### src/rtl/weight_dot_pkg.sv
// Shared types and helpers for the weight dot-product engine.
// WEIGHT_DOT_SAT_EN selects saturating narrowing; undefined gives wrap.
package weight_dot_pkg;

  typedef enum logic [1:0] {IDLE, RUN, DONE} state_t;

  function automatic int acc_width(input int data_w, input int w_w, input int n);
    return data_w + w_w + $clog2(n);
  endfunction

  // Works on a 64-bit container so any accumulator up to 64 bits can use it;
  // the caller keeps the low out_w bits of the result.
  function automatic logic signed [63:0] narrow(input logic signed [63:0] x,
                                                input int shift, input int out_w);
    logic signed [63:0] s;
`ifdef WEIGHT_DOT_SAT_EN
    logic signed [63:0] hi;
    logic signed [63:0] lo;
`endif
    s = x >>> shift;
`ifdef WEIGHT_DOT_SAT_EN
    hi = (64'sd1 <<< (out_w - 1)) - 64'sd1;
    lo = -(64'sd1 <<< (out_w - 1));
    if (s > hi) return hi;
    if (s < lo) return lo;
    return s;
`else
    return (s <<< (64 - out_w)) >>> (64 - out_w);
`endif
  endfunction

endpackage

### src/rtl/weight_dot_engine_narrow.sv
// Combinational arithmetic shift plus wrap/saturate from accumulator to result
// width. Saturation is selected by WEIGHT_DOT_SAT_EN.
module weight_dot_narrow
  import weight_dot_pkg::*;
#(
  parameter int IN_W  = 34,
  parameter int OUT_W = 24,
  parameter int SHIFT = 0
) (
  input  logic [IN_W-1:0]  x,
  output logic [OUT_W-1:0] y
);

  logic signed [63:0] x_ext;

  function automatic logic [OUT_W-1:0] narrow_out(input logic signed [63:0] v);
    return OUT_W'(narrow(v, SHIFT, OUT_W));
  endfunction

  assign x_ext = 64'($signed(x));
  assign y     = narrow_out(x_ext);

endmodule

### src/rtl/weight_dot_engine.sv
// Streams N samples against ROM weights and emits one narrowed dot product per
// frame. WEIGHT_DOT_SAT_EN (in weight_dot_pkg) switches narrowing to saturation.
module weight_dot_engine
  import weight_dot_pkg::*;
#(
  parameter int          N        = 1024,
  parameter int          DATA_W   = 16,
  parameter int          W_W      = 8,
  parameter int          ACC_W    = acc_width(DATA_W, W_W, N),
  parameter int          OUT_W    = 24,
  parameter int          SHIFT    = 0,
  parameter logic [31:0] BASE_ADR = 32'd0
) (
  input  logic              clk,
  input  logic              rst_n,
  input  logic              start,
  output logic              busy,
  input  logic [DATA_W-1:0] s_data,
  input  logic              s_valid,
  output logic              s_ready,
  output logic [31:0]       w_adr,
  input  logic [W_W-1:0]    w_data,
  output logic [OUT_W-1:0]  m_data,
  output logic              m_valid,
  input  logic              m_ready
);

  localparam int IDX_W = $clog2(N);
  localparam int PRD_W = DATA_W + W_W;

  state_t state, state_nx;

  logic [IDX_W-1:0]        idx_p1;
  logic signed [ACC_W-1:0] acc_p1;
  logic [OUT_W-1:0]        m_data_p1;
  logic                    m_vld_p1;

  logic                    xfer;
  logic                    last;
  logic signed [PRD_W-1:0] prod_p0;
  logic signed [ACC_W-1:0] sum_p0;
  logic [OUT_W-1:0]        res_p0;

  always_ff @(posedge clk or negedge rst_n) begin
    if (!rst_n) state <= IDLE;
    else        state <= state_nx;
  end

  always_comb begin
    state_nx = state;
    busy     = 1'b0;
    s_ready  = 1'b0;
    w_adr    = BASE_ADR;
    xfer     = 1'b0;
    last     = 1'b0;
    case (state)
      IDLE: begin
        if (start) state_nx = RUN;
      end
      RUN: begin
        busy    = 1'b1;
        s_ready = 1'b1;
        w_adr   = BASE_ADR + 32'(idx_p1);
        xfer    = s_valid;
        last    = s_valid && (idx_p1 == IDX_W'(N - 1));
        if (last) state_nx = DONE;
      end
      DONE: begin
        busy = 1'b1;
        if (m_vld_p1 && m_ready) state_nx = IDLE;
      end
      default: state_nx = IDLE;
    endcase
  end

  // Stage 0: full-precision product of the accepted sample and the ROM word
  assign prod_p0 = $signed(s_data) * $signed(w_data);
  assign sum_p0  = acc_p1 + ACC_W'(prod_p0);

  weight_dot_narrow #(
    .IN_W  (ACC_W),
    .OUT_W (OUT_W),
    .SHIFT (SHIFT)
  ) u_narrow (
    .x (sum_p0),
    .y (res_p0)
  );

  // Stage 1: accumulator, index and the held frame result
  always_ff @(posedge clk or negedge rst_n) begin
    if (!rst_n) begin
      idx_p1    <= '0;
      acc_p1    <= '0;
      m_data_p1 <= '0;
      m_vld_p1  <= 1'b0;
    end else begin
      if (state == IDLE && start) begin
        idx_p1 <= '0;
        acc_p1 <= '0;
      end
      if (xfer) begin
        if (last) begin
          idx_p1    <= '0;
          m_data_p1 <= res_p0;
          m_vld_p1  <= 1'b1;
        end else begin
          idx_p1 <= idx_p1 + IDX_W'(1);
          acc_p1 <= sum_p0;
        end
      end
      if (state == DONE && m_ready) m_vld_p1 <= 1'b0;
    end
  end

  assign m_data  = m_data_p1;
  assign m_valid = m_vld_p1;

endmodule

### config.mk
export PLATFORM = sky130hd
export DESIGN_NAME = weight_dot_engine
export DESIGN_NICKNAME = d
export VERILOG_FILES = /design/src/rtl/weight_dot_pkg.sv /design/src/rtl/weight_dot_engine_narrow.sv /design/src/rtl/weight_dot_engine.sv
export SDC_FILE = /design/constraint.sdc
export NUM_CORES = 1
export LEC_CHECK = 0
export CORE_MARGIN = 5
export CORE_UTILIZATION = 52
export DETAILED_ROUTE_END_ITERATION = 8
export GPL_TIMING_DRIVEN = 1
export PLACE_DENSITY_LB_ADDON = 0.3
export SETUP_SLACK_MARGIN = 0.5
export SYNTH_ARGS = -nofsm -noshare
export SYNTH_HDL_FRONTEND = slang
export SYNTH_HIERARCHICAL = 1
export SYNTH_SLANG_ARGS = --single-unit
export TNS_END_PERCENT = 5
### constraint.sdc
create_clock -name clk -period 5.4 [get_ports clk]
set_clock_uncertainty 0.05 [all_clocks]
set_input_delay 1.08 -clock clk [delete_from_list [all_inputs] [get_ports clk]]
set_output_delay 1.08 -clock clk [all_outputs]
set_load 0.005 [all_outputs]
==> key figures, run 1 <==
Timing
  • RSZ-0062 raised after global routing: yes
  • Min Clock Period, post-route: 5.74 ns
  • Final worst path period share: 1.06
  • Final Setup Violations: 20
  • Final WS setup: -0.343 ns
  • Worst hold slack: 0.440 ns
  • Final count of hold timing violations: 0
  • Worst slew pin tran: 1.05 ns
  • Worst relative slew slack: 0.297
  • Max frequency: 174 MHz
  • Max Transition Viols Final: 0

GRT
  • Initial antenna violation count: 0
  • Largest net degree at the start of global routing: 62
  • Vias in the first global route: 6509
  • Tot GR Track Use: 0.221
  • Grt ovf: 0
  • First-pass GRT wire length: 32400 microns

Run
  • Max_cap viols: 0

Min path
  • Hold path cells: 2
  • Hold Crit Class: flop to flop
  • Hold Path Origin: acc_p1[9]
  • Min-Delay Endpoint: acc_p1[9]

Status
  • Failing checks: negative setup slack
  • Outcome: complete, but fails checks

Yosys
  • Synthesis Warnings: 6
  • Post-Synthesis Cells: 827
  • Mapped cell area: 0.00807 sq mm
  • Syn_area_per_cell: 9.76 sq um

Setup path
  • R2r endpoint: m_data[23]
  • CP startpoint kind: primary input
  • CP arrival: 5.90 ns
  • R2R cell count: 18
  • Cell Chain, Critical Path: buf_2 > buf_12 > nand2_1 > fa_1 > inv_1 > fa_1 > fa_1 > fa_1 > fa_2 > ha_4 > nand4b_1 > a211oi_2 > o21a_1 > a41o_1 > a41o_1 > a21oi_2 > xnor2_1 > mux2_4
  • CP Capture Type: flop
  • R2R Setup Slk: 0.36 ns
  • Worst Path Max Fanout: 6
  • WS Path Type: primary input to flop
  • WP data required: 5.56 ns
  • CP Launch Point: w_data[0]
  • Most used cell, CP: fa_1
  • CP peak stage delay: 0.55 ns
  • CP max-delay cell: fa_1
  • R2r startpoint: acc_p1[6]

Routing
  • Initial DRC count: 233
  • Routed wl met3: 919 microns
  • First drt pass iteration count: 8
  • WL met1: 8150 microns
  • Residual DRC: 0
  • DR WL/cell: 16.6 microns
  • Post-route ant nets: 0
  • DR vias/cell: 5.24
  • WL met2: 9720 microns
  • Routed Wire Length: 19200 microns
  • Max layer used: met4
  • Via count: 6056

Clock tree
  • Clk Latency, worst-skew pair: 0.33 ns
  • CTS sink cnt: 61
  • Clock transition at path regs: 0.06 ns
  • CTS Root Cell: clkbuf_16
  • H-Tree Depth: 3
  • CTS buffer count: 9
  • CTS Hold Bufs: 0
  • Buffer depth of the longest clock path: 2
  • TritonCTS clock tree: done

Floorplan
  • Core ar.: 0.0152 sq mm
  • Initial cell density of the core: 0.531
  • Site row count: 45
  • Total die area: 0.0181 sq mm
  • Die H: 135 microns
  • IO Pins: 88
  • Die X: 135 microns

Layout
  • Filler cells: 1174
  • Area delta synth->final: 25.9%
  • Most common cell after layout, fill and taps aside: fa_1
  • Final design utilization: 0.668
  • Register area: 0.00153 sq mm
  • # nets final: 1183
  • Area of the multi-input gates: 0.00610 sq mm
  • Most frequent cells in the layout: fa_1 (124), inv_1 (113), buf_4 (103), nand2_1 (82), and2_1 (79)
  • Layout cells sized above 1: 0.256
  • Final std cells w/o fill: 1156
  • Antenna diode count: 0

Placement
  • Placer Congestion: 0.845
  • Worst slack at placement: -1.02 ns
  • I/O Buffers: 65
  • Inst Count DP: 1109
  • Final HPWL DP: 14400 microns
[metal layers]
layer	up-vias	track usage
met4	0	0.0543
met5	-	0
met3	28	0.0287
met1	3058	0.301
li1	2804	-
met2	166	0.377
[final cells by class]
cell class              instances  share of cell area
multi-input cells             593               0.601
repair buffers                181               0.152
flip-flops and latches         61               0.150
inverters                     117              0.0436
clock buffers                  10              0.0235
well taps                     188              0.0232
clock inverters                 6             0.00702
[through the flow]
step | instance area (sq um) | setup TNS [ns]
finish | 10200 | -3.56
global route | 10200 | -6.89
CTS | 9960 | -3.42
detailed placement | 9320 | -23.16
global placement | 9320 | -22.52
floorplan | 8320 | -1.89
[flip-flops by register name, summed over array words and instances, names as in the netlist]
signal,count
acc_p1,24
m_data,24
idx_p1,10
state,2
m_valid,1
[worst max path at each step]
stage / end / slack [ns] / cells after the start
6_report: m_data[23] / -0.34 / 18
5_1_grt: m_data[23] / -0.48 / 19
4_1_cts: m_data[23] / -0.31 / 18
3_5_place_dp: m_data[18] / -1.02 / 18
3_3_place_gp: m_data[18] / -1.01 / 18
2_1_floorplan: m_data[23] / -0.33 / 19
[timing repair]
| action | CTS | global route |
|---|---|---|
| pin swaps | 57 | 54 |
| buffers inserted | 20 | 8 |
| resized for setup | 124 | 36 |
| setup endpoints to repair | 37 | 33 |
| cloned | 3 | 0 |
[critical path, delay by kind of cell]
kind / cells / cell delay [ns]
simple gates: 2 / 0.28
fa+ha+maj: 6 / 2.85
buf+inv: 3 / 0.27
xor+xnor: 1 / 0.12
compound gates: 5 / 1.01
mux: 1 / 0.26
Power of run 1 is left out: the tool's default activity adds up to more than one toggle a clock period on the data nets, which glitch-free logic cannot reach.
==> inputs of run 2 (changes only) <==
--- a/config.mk
+++ b/config.mk
@@ -5,8 +5,11 @@
 export SDC_FILE = /design/constraint.sdc
 export NUM_CORES = 1
 export LEC_CHECK = 0
+export CAP_MARGIN = 20
+export CORE_ASPECT_RATIO = 0.9
 export CORE_MARGIN = 5
 export CORE_UTILIZATION = 52
+export CTS_CLUSTER_DIAMETER = 30
 export DETAILED_ROUTE_END_ITERATION = 8
 export GPL_TIMING_DRIVEN = 1
 export PLACE_DENSITY_LB_ADDON = 0.3
==> run 2 against run 1 <==
Compared with the run above: the run still ends with negative setup slack left; core utilization barely moved; worst setup slack worse by 0.0028 ns; final area up 0.85%; critical path depth rose by 2; non-clock buffer count down 6; global-route usage is 1.2 points lower; critical path type unchanged; critical endpoint unchanged; highest routed layer unchanged.
==> key figures, run 2 (synthesized netlist as in run 1, its figures left out) <==
Min path
  • Hold Crit Class: flop to flop
  • Hold path cells: 2

Timing
  • RSZ-0062 raised after global routing: yes
  • Final Setup Violations: 15
  • Max frequency: 174 MHz
  • Setup TNS: -2.37 ns
  • Max Transition Viols Final: 0
  • Worst relative slew slack: 0.316
  • Min Clock Period, post-route: 5.75 ns
  • Final count of hold timing violations: 0
  • Final WS setup: -0.346 ns
  • Final worst path period share: 1.06
  • Worst slew pin tran: 1.02 ns

GRT
  • Largest net degree at the start of global routing: 62
  • First-pass GRT wire length: 30600 microns
  • Initial antenna violation count: 0
  • Tot GR Track Use: 0.209
  • Grt ovf: 0
  • Vias in the first global route: 6602

Setup path
  • WP data required: 5.56 ns
  • CP arrival: 5.90 ns
  • CP startpoint kind: primary input
  • Worst Setup EP: m_data[23]
  • R2R Setup Slk: 0.29 ns
  • R2r endpoint: m_data[23]
  • Worst Path Max Fanout: 7
  • R2r startpoint: acc_p1[6]
  • WS Path Type: primary input to flop
  • CP Capture Type: flop
  • CP Launch Point: w_data[0]
  • R2R cell count: 18

Routing
  • DR vias/cell: 5.05
  • Initial DRC count: 241
  • Post-route ant nets: 0
  • DR WL/cell: 15.6 microns
  • First drt pass iteration count: 4
  • Max layer used: met4
  • Routed wl met3: 453 microns
  • WL met1: 7230 microns
  • WL met2: 10100 microns
  • Residual DRC: 0
  • Via count: 5883
  • Routed Wire Length: 18200 microns

Placement
  • I/O Buffers: 65
  • Placer Congestion: 0.906
  • Final HPWL DP: 14100 microns
  • Worst slack at placement: -1.01 ns

Floorplan
  • Total die area: 0.0181 sq mm
  • IO Pins: 88
  • Site row count: 43
  • Core ar.: 0.0153 sq mm
  • Die H: 128 microns
  • Initial cell density of the core: 0.526
  • Die X: 141 microns

Run
  • Max_cap viols: 0

Clock tree
  • TritonCTS clock tree: done
  • CTS Root Cell: clkbuf_16
  • Clock transition at path regs: 0.05 ns
  • CTS sink cnt: 61
  • Buffer depth of the longest clock path: 2
  • CTS buffer count: 9
  • Clk Latency, worst-skew pair: 0.33 ns
  • H-Tree Depth: 3
  • CTS Hold Bufs: 0

Status
  • Failing checks: negative setup slack
  • Outcome: complete, but fails checks

Layout
  • Antenna diode count: 0
  • Most common cell after layout, fill and taps aside: fa_1
  • Layout cells sized above 1: 0.262
  • Most frequent cells in the layout: fa_1 (121), inv_1 (114), buf_4 (95), nand2_1 (81), and2_1 (78)
  • Filler cells: 1173
  • Register area: 0.00153 sq mm
  • # nets final: 1178
  • Area of the multi-input gates: 0.00616 sq mm
  • Area delta synth->final: 27.0%
-- run 2: cell count changes in the layout (fill, tap and decap cells not counted), sizes merged --
| cell | change |
|---|---|
| clkbuf | +1 |
| clkinv | -2 |
| inv | -1 |
| buf | -1 |
| clkdlybuf4s50 | -1 |
| bufbuf | -1 |
-- run 2: cell type report --
cell class                      count  share of cell area
Sequential cell                    61               0.149
Timing Repair inverter              1            0.000733
Inverter                          117              0.0432
Clock inverter                      2             0.00366
Tap cell                          202              0.0247
Multi-Input combinational cell    593               0.601
Timing Repair Buffer              175               0.149
Clock buffer                       14              0.0287
-- run 2: stage by stage --
| stage | instance area (sq um) | hold slack, ns | instances | util |
|---|---|---|---|---|
| floorplan | 8320 | 0.414 | 848 | - |
| global placement | 9350 | 0.432 | 1126 | 0.610 |
| detailed placement | 9350 | 0.440 | 1126 | 0.610 |
| CTS | 10100 | 0.452 | 1160 | 0.656 |
| global route | 10200 | 0.473 | 1165 | 0.668 |
| finish | 10200 | 0.450 | 1165 | 0.668 |
-- run 2: worst max-delay path, stage by stage --
cell and delay, ns:
buf_6 0.08, buf_12 0.11, buf_12 0.11, nand2_1 0.07, fa_1 0.50, inv_1 0.05, fa_1 0.51, fa_1 0.60
fa_1 0.46, ha_4 0.25, ha_4 0.28, nand4_1 0.13, or2_1 0.26, a211oi_2 0.27, o21a_1 0.20, a41o_1 0.23
a41o_1 0.24, a21oi_2 0.08, xnor2_1 0.13, mux2_4 0.27
-- run 2: how the worst min path moves through the flow --
stage / startpoint / to / slack (ns)
global route: acc_p1[8] / acc_p1[8] / 0.47
CTS: acc_p1[8] / acc_p1[8] / 0.45
floorplan: idx_p1[7] / idx_p1[7] / 0.41
global placement: acc_p1[8] / acc_p1[8] / 0.43
finish: acc_p1[6] / acc_p1[6] / 0.45
detailed placement: acc_p1[6] / acc_p1[6] / 0.44
-- run 2: what timing repair did --
item,CTS,global route
endpoints found under the setup margin,37,31
cloned,2,0
buffers inserted,16,5
resized for setup,160,35
pin swaps,42,30
-- run 2: routing by layer --
layer	GRT usage	vias to the layer above
met4	0.0564	0
li1	-	2792
met1	0.251	2967
met3	0.0313	35
met5	0	-
met2	0.389	89
Power of run 2 is left out for the same reason.
==> inputs of run 3 (changes only) <==
--- a/config.mk
+++ b/config.mk
@@ -9,7 +9,6 @@
 export CORE_ASPECT_RATIO = 0.9
 export CORE_MARGIN = 5
 export CORE_UTILIZATION = 52
-export CTS_CLUSTER_DIAMETER = 30
 export DETAILED_ROUTE_END_ITERATION = 8
 export GPL_TIMING_DRIVEN = 1
 export PLACE_DENSITY_LB_ADDON = 0.3
==> results of run 3 <==
Final layout, timing and power as in run 2 (identical DEF).
Power of run 3 is left out for the same reason.
